==> src/rtl/wb_rf_port_arbiter.sv <==
// Register-file write-port arbiter: WriteBack always wins, long-latency results
// queue in a small FIFO and drain into idle port cycles.
module wb_rf_port_arbiter #(
    parameter int RWE_SIZE     = 1,
    parameter int FIFO_DEPTH   = 2,
    parameter int STARVE_LIMIT = 4
) (
    input  logic                clk,
    input  logic                rst_n,
    input  logic [4:0]          wb_rd_in,
    input  logic [RWE_SIZE-1:0] wb_we_in,
    input  logic [31:0]         wb_wdata_in,
    input  logic                lu_valid,
    input  logic [4:0]          lu_rd,
    input  logic [31:0]         lu_wdata,
    output logic                lu_ready,
    input  logic [4:0]          id_rs,
    input  logic [4:0]          id_rt,
    output logic                raw_hazard,
    output logic                stall_req,
    output logic [4:0]          rf_rd_out,
    output logic [RWE_SIZE-1:0] rf_we_out,
    output logic [31:0]         rf_wdata_out
);

    localparam int PTR_W = (FIFO_DEPTH > 1) ? $clog2(FIFO_DEPTH) : 1;
    localparam int CNT_W = PTR_W + 1;
    localparam int STV_W = $clog2(STARVE_LIMIT + 1);
    localparam logic [CNT_W-1:0] DEPTH_C = CNT_W'(FIFO_DEPTH);
    localparam logic [STV_W-1:0] LIMIT_C = STV_W'(STARVE_LIMIT);

    logic [4:0]            ent_rd_q   [FIFO_DEPTH];
    logic [4:0]            ent_rd_d   [FIFO_DEPTH];
    logic [31:0]           ent_data_q [FIFO_DEPTH];
    logic [31:0]           ent_data_d [FIFO_DEPTH];
    logic [FIFO_DEPTH-1:0] ent_live_q, ent_live_d;
    logic [FIFO_DEPTH-1:0] in_use;
    logic [PTR_W-1:0]      head_q, head_d, tail_q, tail_d;
    logic [CNT_W-1:0]      count_q, count_d;
    logic [STV_W-1:0]      starve_q, starve_d;
    logic                  stall_q, stall_d;
    logic [4:0]            rf_rd_q, rf_rd_d;
    logic [RWE_SIZE-1:0]   rf_we_q, rf_we_d;
    logic [31:0]           rf_wdata_q, rf_wdata_d;

    logic wb_active, empty, full, accept, pop, push;

    assign wb_active = (|wb_we_in) && (wb_rd_in != 5'd0);
    assign empty     = (count_q == '0);
    assign full      = (count_q == DEPTH_C);
    assign lu_ready  = !full;
    assign accept    = lu_valid && !full;

    // A slot is occupied when its distance from the head is below the occupancy.
    always_comb begin
        for (int i = 0; i < FIFO_DEPTH; i++) begin
            logic [PTR_W-1:0] off;
            off       = PTR_W'(i) - head_q;
            in_use[i] = ({1'b0, off} < count_q);
        end
    end

    always_comb begin
        raw_hazard = 1'b0;
        for (int i = 0; i < FIFO_DEPTH; i++) begin
            if (in_use[i] && ent_live_q[i]) begin
                if ((id_rs != 5'd0 && id_rs == ent_rd_q[i]) ||
                    (id_rt != 5'd0 && id_rt == ent_rd_q[i]))
                    raw_hazard = 1'b1;
            end
        end
    end

    always_comb begin
        ent_rd_d   = ent_rd_q;
        ent_data_d = ent_data_q;
        ent_live_d = ent_live_q;
        rf_rd_d    = rf_rd_q;
        rf_we_d    = '0;
        rf_wdata_d = rf_wdata_q;
        pop        = 1'b0;

        if (wb_active) begin
            rf_rd_d    = wb_rd_in;
            rf_we_d    = wb_we_in;
            rf_wdata_d = wb_wdata_in;
            // Younger WB value supersedes buffered writes to the same register.
            for (int i = 0; i < FIFO_DEPTH; i++) begin
                if (in_use[i] && ent_rd_q[i] == wb_rd_in)
                    ent_live_d[i] = 1'b0;
            end
        end else if (!empty) begin
            pop = 1'b1;
            if (ent_live_q[head_q]) begin
                rf_rd_d    = ent_rd_q[head_q];
                rf_we_d    = '1;
                rf_wdata_d = ent_data_q[head_q];
            end
        end else if (accept && lu_rd != 5'd0) begin
            rf_rd_d    = lu_rd;
            rf_we_d    = '1;
            rf_wdata_d = lu_wdata;
        end

        // Bypass only happens into an empty, idle port; otherwise buffer it.
        push = accept && (lu_rd != 5'd0) && (wb_active || !empty);
        if (push) begin
            ent_rd_d[tail_q]   = lu_rd;
            ent_data_d[tail_q] = lu_wdata;
            ent_live_d[tail_q] = 1'b1;
        end

        head_d  = head_q + PTR_W'(pop);
        tail_d  = tail_q + PTR_W'(push);
        count_d = count_q + CNT_W'(push) - CNT_W'(pop);

        starve_d = starve_q;
        if (empty || pop)
            starve_d = '0;
        else if (wb_active && starve_q < LIMIT_C)
            starve_d = starve_q + STV_W'(1);

        stall_d = (starve_q == LIMIT_C) && !empty;
    end

    always_ff @(posedge clk or negedge rst_n) begin
        if (!rst_n) begin
            for (int i = 0; i < FIFO_DEPTH; i++) begin
                ent_rd_q[i]   <= '0;
                ent_data_q[i] <= '0;
            end
            ent_live_q <= '0;
            head_q     <= '0;
            tail_q     <= '0;
            count_q    <= '0;
            starve_q   <= '0;
            stall_q    <= 1'b0;
            rf_rd_q    <= '0;
            rf_we_q    <= '0;
            rf_wdata_q <= '0;
        end else begin
            ent_rd_q   <= ent_rd_d;
            ent_data_q <= ent_data_d;
            ent_live_q <= ent_live_d;
            head_q     <= head_d;
            tail_q     <= tail_d;
            count_q    <= count_d;
            starve_q   <= starve_d;
            stall_q    <= stall_d;
            rf_rd_q    <= rf_rd_d;
            rf_we_q    <= rf_we_d;
            rf_wdata_q <= rf_wdata_d;
        end
    end

    assign stall_req    = stall_q;
    assign rf_rd_out    = rf_rd_q;
    assign rf_we_out    = rf_we_q;
    assign rf_wdata_out = rf_wdata_q;

endmodule
==> config.mk <==
export PLATFORM = sky130hd
export DESIGN_NAME = wb_rf_port_arbiter
export DESIGN_NICKNAME = d
export VERILOG_FILES = /design/src/rtl/wb_rf_port_arbiter.sv
export SDC_FILE = /design/constraint.sdc
export NUM_CORES = 1
export LEC_CHECK = 0
export ABC_AREA = 1
export CAP_MARGIN = 20
export CORE_MARGIN = 2
export CORE_UTILIZATION = 48
export CTS_CLUSTER_SIZE = 16
export DETAILED_ROUTE_END_ITERATION = 10
export GPL_ROUTABILITY_DRIVEN = 1
export GPL_TIMING_DRIVEN = 0
export MAX_ROUTING_LAYER = met4
export PLACE_DENSITY_LB_ADDON = 0.05
export REMOVE_ABC_BUFFERS = 1
export SLEW_MARGIN = 20
export SYNTH_ARGS = -nofsm -noshare
export SYNTH_HDL_FRONTEND = slang
export SYNTH_SLANG_ARGS = --single-unit
==> constraint.sdc <==
create_clock -name clk -period 1.4 [get_ports clk]
set_input_delay 0.42 -clock clk [delete_from_list [all_inputs] [get_ports clk]]
set_output_delay 0.42 -clock clk [all_outputs]
set_load 0.005 [all_outputs]
==> flow_summary_export.csv <==
group,metric,value,unit
run_status,status,"finished, violations left",
run_status,failed_checks,"negative setup slack",
grt,antenna_found_initial,0,
floorplanning,die_area,15700,um2
cells_and_area,design_area,11400,um2
setup_path,critPathKind,"input pin to output port",
sta,setup_violations,124,
yosys,syn-instance-count,987,
setup_path,start_kind,"input pin",
yosys,synth-main-ff-cell,"dfrtp_1",
grt,grt_pass1_vias,8218,
detailed_routing,route.vias.total,8892,
cts,numCtsBuffers,17,
power,ir_worst_vdd,0.00135,V
setup_path,crit_top_cell,"nand2_1",
grt,grtUsageTotal,0.416,
setup_path,slowest_delay,0.31,ns
yosys,synth-async-reset-ratio,1.00,
cts,clock-sinks,122,
placed_design,hpwl,11900,um
detailed_routing,drt-vias-per-instance,6.36,
floorplanning,pin_count,129,
setup_path,worst-path-buf-inv,2,
sta,fmax,458,MHz
setup_path,cp-startpoint,"id_rs[2]",
cells_and_area,antenna_cells,0,
setup_path,crit_path_top_delay_cell,"or2_2",
placed_design,placed_area,8370,um2
sta,relSlewSlack,0.694,
cts,cts_max_level,4,
sta,worst_pin_slew,0.459,ns
cells_and_area,drive_above_1_share,0.329,
setup_path,end_kind,"output port",
setup_path,crit_path_max_fanout,3,
detailed_routing,first_pass_iters,6,
setup_path,crit_chain,"dlygate4sd2_1 -> or2_2 -> nor2_1 -> nor2_1 -> nand2_1 -> nand2_1 -> nand2_1 -> nand2_1 -> buf_2",
yosys,synth_area_leaders,"dfrtp_1 43%, nand2_1 23%, nand4_1 9.9%",
grt,grt_pass1_wl,47800,um
detailed_routing,antenna_left,0,
cts,cts-root-buf,"clkbuf_16",
placed_design,io_buffers,128,
cells_and_area,utilization,0.793,
setup_path,reg2reg_from,"count_q[0]",
setup_path,crit_family,"simple AND/OR/NAND/NOR gates",
yosys,synth_edf_count,0,
sta,setup_ws,-0.783,ns
yosys,synth_seq_cells,122,
sta,hold_slack,0.439,ns
detailed_routing,totalWireLength,35400,um
yosys,synth_cell_type_count,27,
placed_design,gp_congestion,0.849,
sta,finalCritPeriodShare,1.56,
floorplanning,core,14400,um2
sta,rsz0062_at_grt,"true",
yosys,synth-warning-count,0,
setup_path,cp.arrival,1.76,ns
yosys,syn_area,7040,um2
hold_path,hp-start,"lu_rd[2]",
hold_path,hold_path_class,"input pin to register",
setup_path,required,0.98,ns
cells_and_area,area_growth,62.4,%
sta,clock_skew,0.00928,ns
floorplanning,die_h,125,um
cts,clockBufferDepth,2,
sta,layout_min_cycle_time,2.18,ns
floorplanning,die_w,125,um
yosys,syn-mean-instance-area,7.14,um2
sta,hold_viol,0,
detailed_routing,wl_per_cell,25.3,um
yosys,netlist.area_leader.share,0.433,
cts,cts_tree,"done",
cts,clock_latency,0.43,ns
detailed_routing,drt_first_iter_violations,1196,
yosys,ys_seq_area_frac,0.433,
run,drv_cap,0,
cells_and_area,final_cells,1399,
sta,fin_tns_setup,-42.45,ns
grt,grt_max_degree,84,
detailed_routing,drc_errors,0,
power,p_leak,5.67,nW
yosys,yosys-top-cells-count,"434 x nand2_1, 122 x dfrtp_1, 112 x nand4_1",
grt,overflow,0,
placed_design,dp_cells,1229,
cts,clk_pin_slew_worst_paths,0.06,ns
floorplanning,num_rows,44,
floorplanning,initial_core_util,0.488,
yosys,synth_top_area_cell,"dfrtp_1",
cells_and_area,final_nets,1293,
sta,finalMaxSlewViolations,0,
power,p_per_area,2450,nW/um2
yosys,yosysMostFrequentCell,"nand2_1",
-- power breakdown --
part | leakage (nW) | internal [mW] | switching, mW
Combinational | 3.92 | 7.36 | 9.69
Sequential | 1.50 | 5.22 | 1.42
Clock | 0.260 | 2.49 | 1.87
Total | 5.67 | 15.1 | 13.0
-- routing by layer --
metal | track usage | share of wire | vias to the layer above | wire [um]
met2 | 0.608 | 0.44 | 753 | 15700
li1 | - | - | 3650 | -
met1 | 0.496 | 0.35 | 4224 | 12400
met3 | 0.149 | 0.13 | 265 | 4730
met4 | 0.244 | 0.073 | 0 | 2610
met5 | - | 0 | - | 0
-- cells in the final DEF (no fill, tap or decap), types with 15 or more instances in the layout --
cell type | Yosys | final
nand2_2 | 1 | 96
clkdlybuf4s50_1 | 0 | 65
dlygate4sd2_1 | 0 | 20
dfrtp_1 | 122 | 108
o21ai_1 | 0 | 15
buf_2 | 35 | 40
a21oi_1 | 37 | 37
o21ai_0 | 41 | 23
inv_1 | 55 | 51
buf_4 | 16 | 47
buf_12 | 0 | 28
clkbuf_16 | 0 | 19
xnor2_1 | 20 | 16
nand2_1 | 434 | 301
nand4_1 | 112 | 112
nor2_1 | 58 | 54
buf_16 | 0 | 15
nand2_4 | 1 | 39
buf_6 | 5 | 20
-- worst min-delay path: stages --
cell	delay, ns
dlygate4sd2_1	0.26
nand4_1	0.09
nand2_1	0.06
-- timing repair --
| item | 4_1_cts | 5_1_grt |
|---|---|---|
| endpoints found under the hold margin | 39 | 0 |
| cloned | 35 | 7 |
| hold buffers | 1 | 0 |
| setup endpoints to repair | 163 | 126 |
| pin swaps | 44 | 101 |
| setup buffers | 84 | 25 |
| gates resized for setup | 350 | 180 |
-- registers in the layout, summed over array words and instances, names as in the netlist, 2 cells and up --
| signal | count |
|---|---|
| count_q | 2 |
| ent_data_q | 64 |
| ent_live_q | 2 |
| ent_rd_q | 10 |
| rf_rd_out | 5 |
| rf_wdata_out | 32 |
| starve_q | 3 |
-- final timing paths --
kind / endpoint / cells after the start / slack (ns)
worst max-delay path: raw_hazard / 9 / -0.78
worst min-delay path: ent_rd_q[2] / 3 / 0.44
worst max register to register: rf_wdata_out[19] / 12 / -0.47
worst min register to register: ent_data_q[43] / 2 / 0.48
max in group asynchronous: count_q[1] / 3 / 0.18
min in group asynchronous: rf_wdata_out[21] / 2 / 0.46
-- per-stage QoR --
| stage | total power [mW] | setup slack, ns |
|---|---|---|
| after floorplan | 11.1 | -2.37 |
| after global placement | 14.5 | -5.93 |
| after detailed placement | 15.4 | -2.53 |
| after CTS | 25.0 | -0.565 |
| after global routing | 28.9 | -0.895 |
| final | 28.1 | -0.783 |
-- cells by family after synthesis --
kind of cell,count (synthesis),share of synthesized area
AND/OR/NAND/NOR,618,0.376
XOR/XNOR,26,0.0323
buffers and inverters,138,0.0940
AO/OA/AOI/OAI,80,0.0588
adder cells (fa/ha/maj),3,0.00533
flip-flops,122,0.433
-- final cells by class --
cell class | instances | area, um2
clock buffers | 18 | 439
clock inverters | 14 | 125
fillers | 906 | 2990
inverters | 59 | 295
multi-input cells | 739 | 4220
flip-flops and latches | 122 | 3070
well taps | 184 | 230
repair buffers | 251 | 2860
repair inverters | 12 | 196
Power figures use the tool's default switching activity.
